<file path="src/rtl/img_proc_ctrl_if.sv">
// BRAM-side bus of the image controller: receiver/transmitter requests and
// the two physical BRAM ports. "master" is the controller side.
interface img_proc_ctrl_if #(
    parameter int unsigned ADDR_W = 14,
    parameter int unsigned DATA_W = 8
);
    logic              rx_ena;
    logic              rx_wea;
    logic [ADDR_W-1:0] rx_addr;
    logic [DATA_W-1:0] rx_din;

    logic              tx_ena;
    logic [ADDR_W-1:0] tx_addr;
    logic [DATA_W-1:0] tx_dout;

    logic              orig_ena;
    logic              orig_wea;
    logic [ADDR_W-1:0] orig_addr;
    logic [DATA_W-1:0] orig_din;
    logic [DATA_W-1:0] orig_dout;

    logic              proc_ena;
    logic              proc_wea;
    logic [ADDR_W-1:0] proc_addr;
    logic [DATA_W-1:0] proc_din;
    logic [DATA_W-1:0] proc_dout;

    modport master (
        input  rx_ena, rx_wea, rx_addr, rx_din,
        input  tx_ena, tx_addr,
        output tx_dout,
        output orig_ena, orig_wea, orig_addr, orig_din,
        input  orig_dout,
        output proc_ena, proc_wea, proc_addr, proc_din,
        input  proc_dout
    );

    modport slave (
        output rx_ena, rx_wea, rx_addr, rx_din,
        output tx_ena, tx_addr,
        input  tx_dout,
        input  orig_ena, orig_wea, orig_addr, orig_din,
        output orig_dout,
        input  proc_ena, proc_wea, proc_addr, proc_din,
        output proc_dout
    );
endinterface

</file>
<file path="src/rtl/img_proc_ctrl.sv">
// Phase sequencer (IDLE/RX/PROC/READY/TX) and BRAM port arbiter with an
// internal streaming per-pixel engine from the original to the processed image.
module img_proc_ctrl #(
    parameter int unsigned ADDR_W = 14,
    parameter int unsigned DATA_W = 8,
    parameter int unsigned NPIX   = 16384,
    parameter int unsigned RD_LAT = 1
) (
    input  logic        clk,
    input  logic        reset,
    input  logic        recieve,
    input  logic        transmit,
    input  logic        abort,
    input  logic [1:0]  op_sel,
    input  logic [7:0]  op_arg,
    input  logic        rx_complete,
    input  logic        tx_complete,
    img_proc_ctrl_if.master bus,
    output logic [2:0]  state,
    output logic        proc_done
);
    typedef enum logic [2:0] {
        S_IDLE  = 3'd0,
        S_RX    = 3'd1,
        S_PROC  = 3'd2,
        S_READY = 3'd3,
        S_TX    = 3'd4
    } state_t;

    localparam logic [ADDR_W-1:0] LAST = ADDR_W'(NPIX - 1);

    state_t            state_q;
    logic [1:0]        op_q;
    logic [DATA_W-1:0] arg_q;

    logic [ADDR_W-1:0] rd_cnt;
    logic              rd_done;
    logic              rd_active;
    logic              vld_pipe  [RD_LAT];
    logic [ADDR_W-1:0] addr_pipe [RD_LAT];
    logic              wr_vld;
    logic [ADDR_W-1:0] wr_addr;
    logic [DATA_W-1:0] wr_din;

    logic [DATA_W:0]   sum;
    logic [DATA_W-1:0] pix_f;

    assign state     = state_q;
    assign rd_active = (state_q == S_PROC) && !rd_done;

    always_comb begin
        sum   = {1'b0, bus.orig_dout} + {1'b0, arg_q};
        pix_f = bus.orig_dout;
        case (op_q)
            2'd0: pix_f = bus.orig_dout;
            2'd1: pix_f = ~bus.orig_dout;
            2'd2: pix_f = (bus.orig_dout >= arg_q) ? '1 : '0;
            2'd3: pix_f = sum[DATA_W] ? '1 : sum[DATA_W-1:0];
            default: pix_f = bus.orig_dout;
        endcase
    end

    always_ff @(posedge clk or negedge reset) begin
        if (!reset) begin
            state_q   <= S_IDLE;
            proc_done <= 1'b0;
            op_q      <= '0;
            arg_q     <= '0;
            rd_cnt    <= '0;
            rd_done   <= 1'b0;
            wr_vld    <= 1'b0;
            wr_addr   <= '0;
            wr_din    <= '0;
            for (int unsigned i = 0; i < RD_LAT; i++) begin
                vld_pipe[i]  <= 1'b0;
                addr_pipe[i] <= '0;
            end
        end else begin
            proc_done <= 1'b0;
            if (abort) begin
                state_q <= S_IDLE;
            end else begin
                case (state_q)
                    S_IDLE: begin
                        if (recieve)       state_q <= S_RX;
                        else if (transmit) state_q <= S_TX;
                    end
                    S_RX: begin
                        if (rx_complete) begin
                            state_q <= S_PROC;
                            op_q    <= op_sel;
                            arg_q   <= DATA_W'(op_arg);
                        end
                    end
                    S_PROC: begin
                        if (wr_vld && (wr_addr == LAST)) begin
                            state_q   <= S_READY;
                            proc_done <= 1'b1;
                        end
                    end
                    S_READY: begin
                        if (recieve)       state_q <= S_RX;
                        else if (transmit) state_q <= S_TX;
                    end
                    S_TX: begin
                        if (tx_complete) state_q <= S_IDLE;
                    end
                    default: state_q <= S_IDLE;
                endcase
            end

            // Engine is held cleared outside PROC so every PROC entry starts at address 0.
            if (state_q != S_PROC) begin
                rd_cnt  <= '0;
                rd_done <= 1'b0;
                wr_vld  <= 1'b0;
                for (int unsigned i = 0; i < RD_LAT; i++) begin
                    vld_pipe[i] <= 1'b0;
                end
            end else begin
                if (rd_active) begin
                    if (rd_cnt == LAST) rd_done <= 1'b1;
                    else                rd_cnt  <= rd_cnt + 1'b1;
                end
                vld_pipe[0]  <= rd_active;
                addr_pipe[0] <= rd_cnt;
                for (int unsigned i = 1; i < RD_LAT; i++) begin
                    vld_pipe[i]  <= vld_pipe[i-1];
                    addr_pipe[i] <= addr_pipe[i-1];
                end
                wr_vld  <= vld_pipe[RD_LAT-1];
                wr_addr <= addr_pipe[RD_LAT-1];
                wr_din  <= pix_f;
            end
        end
    end

    always_comb begin
        bus.orig_ena  = 1'b0;
        bus.orig_wea  = 1'b0;
        bus.orig_addr = '0;
        bus.orig_din  = '0;
        bus.proc_ena  = 1'b0;
        bus.proc_wea  = 1'b0;
        bus.proc_addr = '0;
        bus.proc_din  = '0;
        case (state_q)
            S_RX: begin
                bus.orig_ena  = bus.rx_ena;
                bus.orig_wea  = bus.rx_wea;
                bus.orig_addr = bus.rx_addr;
                bus.orig_din  = bus.rx_din;
            end
            S_PROC: begin
                bus.orig_ena  = rd_active;
                bus.orig_addr = rd_cnt;
                bus.proc_ena  = wr_vld;
                bus.proc_wea  = wr_vld;
                bus.proc_addr = wr_addr;
                bus.proc_din  = wr_din;
            end
            S_TX: begin
                bus.proc_ena  = bus.tx_ena;
                bus.proc_addr = bus.tx_addr;
            end
            default: ;
        endcase
    end

    assign bus.tx_dout = bus.proc_dout;
endmodule

</file>
<file path="src/flat_wrapper.sv">
// flat-port wrapper written by rule: the top's interface ports become plain ports
module img_proc_ctrl_flat 
#(
    parameter int unsigned ADDR_W = 14,
    parameter int unsigned DATA_W = 8,
    parameter int unsigned NPIX   = 16384,
    parameter int unsigned RD_LAT = 1
)
  (clk, reset, recieve, transmit, abort, op_sel, op_arg, rx_complete, tx_complete, state, proc_done, bus_rx_ena, bus_rx_wea, bus_rx_addr, bus_rx_din, bus_tx_ena, bus_tx_addr, bus_tx_dout, bus_orig_ena, bus_orig_wea, bus_orig_addr, bus_orig_din, bus_orig_dout, bus_proc_ena, bus_proc_wea, bus_proc_addr, bus_proc_din, bus_proc_dout);
  img_proc_ctrl_if #(.ADDR_W(ADDR_W), .DATA_W(DATA_W)) bus_i ();
  input  logic clk;
  input  logic reset;
  input  logic recieve;
  input  logic transmit;
  input  logic abort;
  input  logic [1:0] op_sel;
  input  logic [7:0] op_arg;
  input  logic rx_complete;
  input  logic tx_complete;
  output logic [2:0] state;
  output logic proc_done;
  input wire logic [$bits(bus_i.rx_ena)-1:0] bus_rx_ena;
  input wire logic [$bits(bus_i.rx_wea)-1:0] bus_rx_wea;
  input wire logic [$bits(bus_i.rx_addr)-1:0] bus_rx_addr;
  input wire logic [$bits(bus_i.rx_din)-1:0] bus_rx_din;
  input wire logic [$bits(bus_i.tx_ena)-1:0] bus_tx_ena;
  input wire logic [$bits(bus_i.tx_addr)-1:0] bus_tx_addr;
  output wire logic [$bits(bus_i.tx_dout)-1:0] bus_tx_dout;
  output wire logic [$bits(bus_i.orig_ena)-1:0] bus_orig_ena;
  output wire logic [$bits(bus_i.orig_wea)-1:0] bus_orig_wea;
  output wire logic [$bits(bus_i.orig_addr)-1:0] bus_orig_addr;
  output wire logic [$bits(bus_i.orig_din)-1:0] bus_orig_din;
  input wire logic [$bits(bus_i.orig_dout)-1:0] bus_orig_dout;
  output wire logic [$bits(bus_i.proc_ena)-1:0] bus_proc_ena;
  output wire logic [$bits(bus_i.proc_wea)-1:0] bus_proc_wea;
  output wire logic [$bits(bus_i.proc_addr)-1:0] bus_proc_addr;
  output wire logic [$bits(bus_i.proc_din)-1:0] bus_proc_din;
  input wire logic [$bits(bus_i.proc_dout)-1:0] bus_proc_dout;
  assign bus_i.rx_ena = bus_rx_ena;
  assign bus_i.rx_wea = bus_rx_wea;
  assign bus_i.rx_addr = bus_rx_addr;
  assign bus_i.rx_din = bus_rx_din;
  assign bus_i.tx_ena = bus_tx_ena;
  assign bus_i.tx_addr = bus_tx_addr;
  assign bus_tx_dout = bus_i.tx_dout;
  assign bus_orig_ena = bus_i.orig_ena;
  assign bus_orig_wea = bus_i.orig_wea;
  assign bus_orig_addr = bus_i.orig_addr;
  assign bus_orig_din = bus_i.orig_din;
  assign bus_i.orig_dout = bus_orig_dout;
  assign bus_proc_ena = bus_i.proc_ena;
  assign bus_proc_wea = bus_i.proc_wea;
  assign bus_proc_addr = bus_i.proc_addr;
  assign bus_proc_din = bus_i.proc_din;
  assign bus_i.proc_dout = bus_proc_dout;
  img_proc_ctrl #(.ADDR_W(ADDR_W), .DATA_W(DATA_W), .NPIX(NPIX), .RD_LAT(RD_LAT)) u_core (.clk(clk), .reset(reset), .recieve(recieve), .transmit(transmit), .abort(abort), .op_sel(op_sel), .op_arg(op_arg), .rx_complete(rx_complete), .tx_complete(tx_complete), .bus(bus_i), .state(state), .proc_done(proc_done));
endmodule
</file>
<file path="config.mk">
export PLATFORM = sky130hd
export DESIGN_NAME = img_proc_ctrl_flat
export DESIGN_NICKNAME = d
export VERILOG_FILES = /design/src/rtl/img_proc_ctrl_if.sv /design/src/rtl/img_proc_ctrl.sv /design/src/flat_wrapper.sv
export SDC_FILE = /design/constraint.sdc
export NUM_CORES = 1
export LEC_CHECK = 0
export ABC_AREA = 1
export BUFFER_PORTS_ARGS = -buffer_cell sky130_fd_sc_hd__buf_4
export CAP_MARGIN = 20
export CORE_ASPECT_RATIO = 0.75
export CORE_MARGIN = 5
export CORE_UTILIZATION = 31
export CTS_BUF_LIST = sky130_fd_sc_hd__clkbuf_4
export DETAILED_ROUTE_END_ITERATION = 8
export SYNTH_ARGS = -nofsm -noshare
export SYNTH_HDL_FRONTEND = slang
export SYNTH_SLANG_ARGS = --single-unit
</file>
<file path="constraint.sdc">
create_clock -name clk -period 1.9 [get_ports clk]
set_clock_uncertainty 0.15 [all_clocks]
set_input_delay 0.38 -clock clk [delete_from_list [all_inputs] [get_ports clk]]
set_output_delay 0.38 -clock clk [all_outputs]
set_load 0.03 [all_outputs]
</file>
# After elaboration in Yosys (flattened, before gate mapping)
# Cells that the tools add are included.
# totals
ff_bits	67
latchBits	0
ramBits	0
romBits	0
inputBits	72
out_inout_bits	60
elab_cells	72
mem_count	0
# op_classes
n_addsub	2
mul	0
div_mod_pow	0
order_cmp	1
n_eq_ne	15
n_shift	0
muxes	29
n_bitwise	2
reduce_logical	12
# ops
operator	n
$pmux W14 S2	2
$mux W14	3
$mux W8	4
$pmux W8 S4	1
$eq A14 B14 Y1 const B	2
$mux W3	6
$add A14 B1 Y14 const B	1
$pmux W3 S4	1
$mux W1	10
$add A8 B8 Y9	1
$ne A3 B3 Y1 const B	3
$ge A8 B8 Y1	1
$not A8 Y8	1
$eq A3 B2 Y1 const B	2
$eq A2 B2 Y1 const B	2
$ne A4 B1 Y1 const B	1
$pmux W1 S2	2
$reduce_and A2 Y1	2
$reduce_and A4 Y1	1
$reduce_bool A2 Y1	2
$eq A3 B1 Y1 const B	1
$eq A3 B3 Y1 const B	1
$logic_not A3 Y1	1
$ne A3 B2 Y1 const B	1
other kinds (8)	9

# Longest topological paths before layout
# depth
word_depth	5
mapped_depth	13
ltp_nobuf	13

# Worst setup path before layout
# No wires, ideal clock.
# synth_timing
path_type	flip-flop to output port
startpoint	register u_core.state_q[0] (netlist: u_core.state[0])
endpoint	output bus_proc_addr[5]
arrival_ns	1.831
slack_ns	-0.461
stages_incl_launch_ff	8
n_path_buf	2
cell_sequence	dfrtp_1 -> inv_2 -> nand2_1 -> inv_2 -> nand2_2 -> buf_2 -> buf_2 -> o21ai_0
# synth_between
elab_chain_len	2
# synth_lines
item	line_no	rtl
from (decl)	img_proc_ctrl.sv:32	state_t state_q;
from (signal assigned)	img_proc_ctrl.sv:65	state_q <= S_IDLE;
from (signal assigned)	img_proc_ctrl.sv:81	state_q <= S_IDLE;
from (signal assigned)	img_proc_ctrl.sv:85	if (recieve) state_q <= S_RX;
$eq A3 B3 Y1 / $eq A3 B2 Y1 (equally long branches)	img_proc_ctrl.sv:147	case (state_q)
$pmux W14 S2 *	img_proc_ctrl.sv:147	
to (decl)	flat_wrapper.sv:36	output wire logic [$bits(bus_i.proc_addr)-1:0] bus_proc_addr;
# Mark *: on every way between the ends. The rest lies on a longest branch, timed or not.

# Worst setup path in the final report
# layout_timing
startpoint	register u_core.state_q[1] (netlist: u_core.state[1])
endpoint	output bus_proc_addr[13]
# The elaborated chain is that of the path after synthesis.

==> out/results.txt <==
After detailed routing, the average wire length per cell comes to 14.5 µm. CTS built an H-tree with a depth of 3. Routability-driven placement finished with a final weighted congestion of 0.913.

The floorplan step defined a die boundary enclosing 16200 µm². Setup violations remaining at the end of the flow were counted as 60. Dividing the final minimum period by the clock period gives 120%.

Global routing finished with a remaining overflow of 0. During synthesis, Yosys emitted a total of 0 warnings. Summing the areas of all and, or, nand and nor instances in the mapped netlist gives 29.3% of the synthesized area. The die width was 145 µm; the starting DRC count in detailed routing was 345. Summing the areas of all compound-gate instances in the mapped netlist gives 12.6% of the synthesized area. The tools report the number of global-route vias before repair as 4425. The checks that failed: setup timing. The setup path with the least slack is of type reg -> out.

Clock-pin slew was measured on the worst setup and hold paths at 130 ps. The tools report the global-route wire length before repair as 22200 µm. In this run the deepest clock path goes through 2 buffers.

The per-cell via count in the routed design is 4.72, and the maximum fanout along the worst path is 8. The run gives 420 ps as the clock network latency to the later pin of the worst-skew pair. The overall global routing resource usage came out at 16.3%. The initial utilization of the core area, before any placement, comes to 31.4%.

The first detailed-routing pass took 5 iterations. In the synthesized netlist, the cells that appear most often are 174 x nand2_1, 85 x inv_1, 67 x dfrtp_1. Counting flops with a built-in enable in the synthesized netlist gives 0.

The cell area that synthesis handed to floorplanning was 4270 µm². The utilization of the core after routing was 51.8%; the floorplan die height was 112 µm. The sink count of the clock tree was 67.

Detailed placement finished with a half-perimeter wire length of 9690 µm. The mean cell area of the mapped netlist was 7.04 µm²; the share of cells above drive strength 1 was 42.9%. Fraction of synthesized cell area taken by the top area cell type: 39.3%. Measured against its own limit, the worst slew margin works out to 71.0%. Power spread over the standard cell area amounts to 1220 nW/µm².

Of the synthesized area, sequential elements account for 39.3%. The routed layout has 4646 vias. Yosys attributes the largest share of cell area to dfrtp_1 39%, nand2_1 15%, inv_1 7.5%. By area, the combinational part of the netlist is dominated by simple AND/OR/NAND/NOR gates. The number of nets at the end of the flow was 893; the net count after synthesis was 696. The count of buffers inserted at the top-level ports was 115.

Among all cell types in the netlist, the one instantiated most often is nand2_1. The tools report the final hold violation count as 0. Traced cell by cell, the critical path runs through nand2_2, inv_4, nand2_8, clkinv_8, buf_12, a22o_1, buf_6.

The number of core rows is 37, and the fraction of synthesized cell area in xor and xnor cells is 1.03%. The element type at the critical path start was a flip-flop. Entering global routing, the biggest net connects 43 pins.

The number of top-level design ports was 132. The flow ran to the end, but the final reports show violations. Counting flops and latches in the post-synthesis netlist gives 67.

Endpoint class of the critical path: a primary output. Across the run, the number of max-cap violations was 0. The synthesized netlist devotes 5.45% of its cell area to adder and majority cells.

For the pin with the worst max-slew slack, the measured transition is 435 ps. The clock tree root driver cell was clkbuf_4. The post-synthesis mux area share came out at 0.528%.

For this run, the leading register cell type out of synthesis is dfrtp_1. The tools report the required time of the critical path as 1370 ps. Based on the critical path, the design can be clocked at up to 0.440 GHz.

Relative to the synthesized area, the layout overhead comes to 65.1%. The setup check on the worst reg-to-reg path leaves a slack of -200 ps. Setup total negative slack on the finished layout was measured at -15730 ps. For this design, the slowest cell found on the critical path is dfrtp_2.

The final antenna-violating net count is 0, and the smallest setup slack after layout is -374 ps. On the worst path, the slowest cell contributes a delay of 460 ps. Setup repair after global routing could not meet its margin everywhere. The library cell with the largest summed area after synthesis is dfrtp_1.

After synthesis, the netlist uses 36 different library cells. For the worst setup path, the data arrival time is 1740 ps. The smallest clock period supported by the final layout is computed as 2270 ps.

For this run, design rule violations remaining after detail routing come to 0. TritonCTS built the clock tree. The type of the tightest min-delay check is in -> reg.

The final number of max-transition violations is 0. Synthesis produced 606 cells. In this run, CTS created clock tree buffers numbering 9. The tools report the core footprint as 13600 µm². Summed over all cells, the static leakage comes to 3.63 nW. The number of antenna violations at the first check in global routing is 1, and the proportion of register bits with asynchronous set or reset after synthesis is 100%. The final layout contains routed wiring with a total length of 14300 µm. VDD sags by at most 0.643 mV.
[registers in the layout, indices dropped and copies added (netlist names)]
name / flops
u_core.proc_done: 1
u_core.rd_cnt: 14
u_core.op_q: 2
u_core.state: 3
u_core.wr_addr: 14
u_core.addr_pipe: 14
u_core.arg_q: 8
u_core.wr_din: 8
u_core.wr_vld: 1
u_core.rd_done: 1
u_core.vld_pipe: 1
[repair_timing]
action | 4_1_cts | 5_1_grt
pin swaps | 12 | 16
hold buffers | 2 | 0
setup endpoints to repair | 57 | 79
endpoints found under the hold margin | 30 | 0
gates cloned | 4 | 7
buffers inserted | 11 | 14
gates resized for setup | 54 | 92
[final timing paths]
check                                           endpoint  cells past startpoint                   startpoint
min in group asynchronous  u_core.wr_addr[7]$_DFFE_PN0P_                      2                        reset
setup reg to reg            u_core.wr_din[5]$_DFFE_PN0P_                     13  u_core.arg_q[0]$_DFFE_PN0P_
setup / recovery                       bus_proc_addr[13]                      7  u_core.state[1]$_DFFE_PN0P_
hold / removal                u_core.op_q[0]$_DFFE_PN0P_                      2                    op_sel[0]
hold reg to reg                  u_core.wr_vld$_DFF_PN0_                      2    u_core.vld_pipe$_DFF_PN0_
max in group asynchronous    u_core.arg_q[3]$_DFFE_PN0P_                      3                        reset
[cells in the final DEF (no fill, tap or decap), types with 3 or more instances in the layout]
| cell | n |
|---|---|
| nand3_1 | 20 |
| nor2_4 | 11 |
| buf_4 | 150 |
| nand2_4 | 10 |
| a22o_1 | 5 |
| a21oi_2 | 8 |
| buf_6 | 43 |
| o21ai_1 | 5 |
| ha_1 | 15 |
| nand2_2 | 30 |
| nand2_8 | 5 |
| xor2_1 | 5 |
| nor2_2 | 9 |
| clkinv_4 | 3 |
| dfrtp_2 | 3 |
| nand2_1 | 132 |
| clkbuf_4 | 9 |
| nor3_1 | 16 |
| or2_2 | 3 |
| inv_4 | 3 |
| clkbuf_16 | 6 |
| nor2_1 | 44 |
| o21ai_0 | 33 |
| dfrtp_1 | 64 |
| buf_12 | 5 |
| inv_2 | 7 |
| o21ai_2 | 11 |
| nand4_1 | 11 |
| inv_1 | 81 |
| a21oi_1 | 23 |
[worst max-delay path: cells and delay by family, from the launching register on]
kind                   cells  cell delay (ps)
flip-flops                 1              460
buffers and inverters      4              450
AND/OR/NAND/NOR            2              220
AO/OA/AOI/OAI              1              200
[cells by family after synthesis]
family	after synthesis
and+or+nand+nor	298
buffers and inverters	120
AOI/OAI and AO/OA	96
DFF	67
adders and majority gates	18
xor gates and xnor gates	5
muxes	2
[per-stage QoR]
| step | worst slack, ps | area, µm² | total power, mW | hold WS, ps | std cells |
|---|---|---|---|---|---|
| after floorplan | -79.2 | 4430 | 4.54 | -65.6 | 606 |
| after global placement | -269 | 5880 | 6.12 | 205 | 931 |
| after detailed placement | -297 | 5880 | 6.19 | 203 | 931 |
| after CTS | -350 | 6420 | 7.87 | 20.6 | 963 |
| after global routing | -462 | 7040 | 9.17 | 24.7 | 984 |
| final | -374 | 7040 | 8.56 | 48.0 | 984 |
[metal layers]
layer | wire [µm] | track usage, %
met2 | 6800 | 26.8
met4 | 184 | 4.04
met5 | 0 | 0
met3 | 675 | 2.60
met1 | 6640 | 22.7
[final cells by class]
| type | instances | area (µm²) |
|---|---|---|
| Antenna cell | 1 | 2.50 |
| Clock buffer | 9 | 67.6 |
| Clock inverter | 7 | 100 |
| Fill cell | 1275 | 6570 |
| Inverter | 93 | 382 |
| Multi-Input combinational cell | 419 | 2560 |
| Sequential cell | 67 | 1680 |
| Tap cell | 175 | 219 |
| Timing Repair Buffer | 211 | 2020 |
| Timing Repair inverter | 2 | 16.3 |
[report_power, final]
part	leakage [nW]	internal (mW)	switching, mW
Sequential	0.885	1.69	0.219
Combinational	2.65	2.50	3.02
Clock	0.0905	0.542	0.593
(Power assumes the default switching activity.)
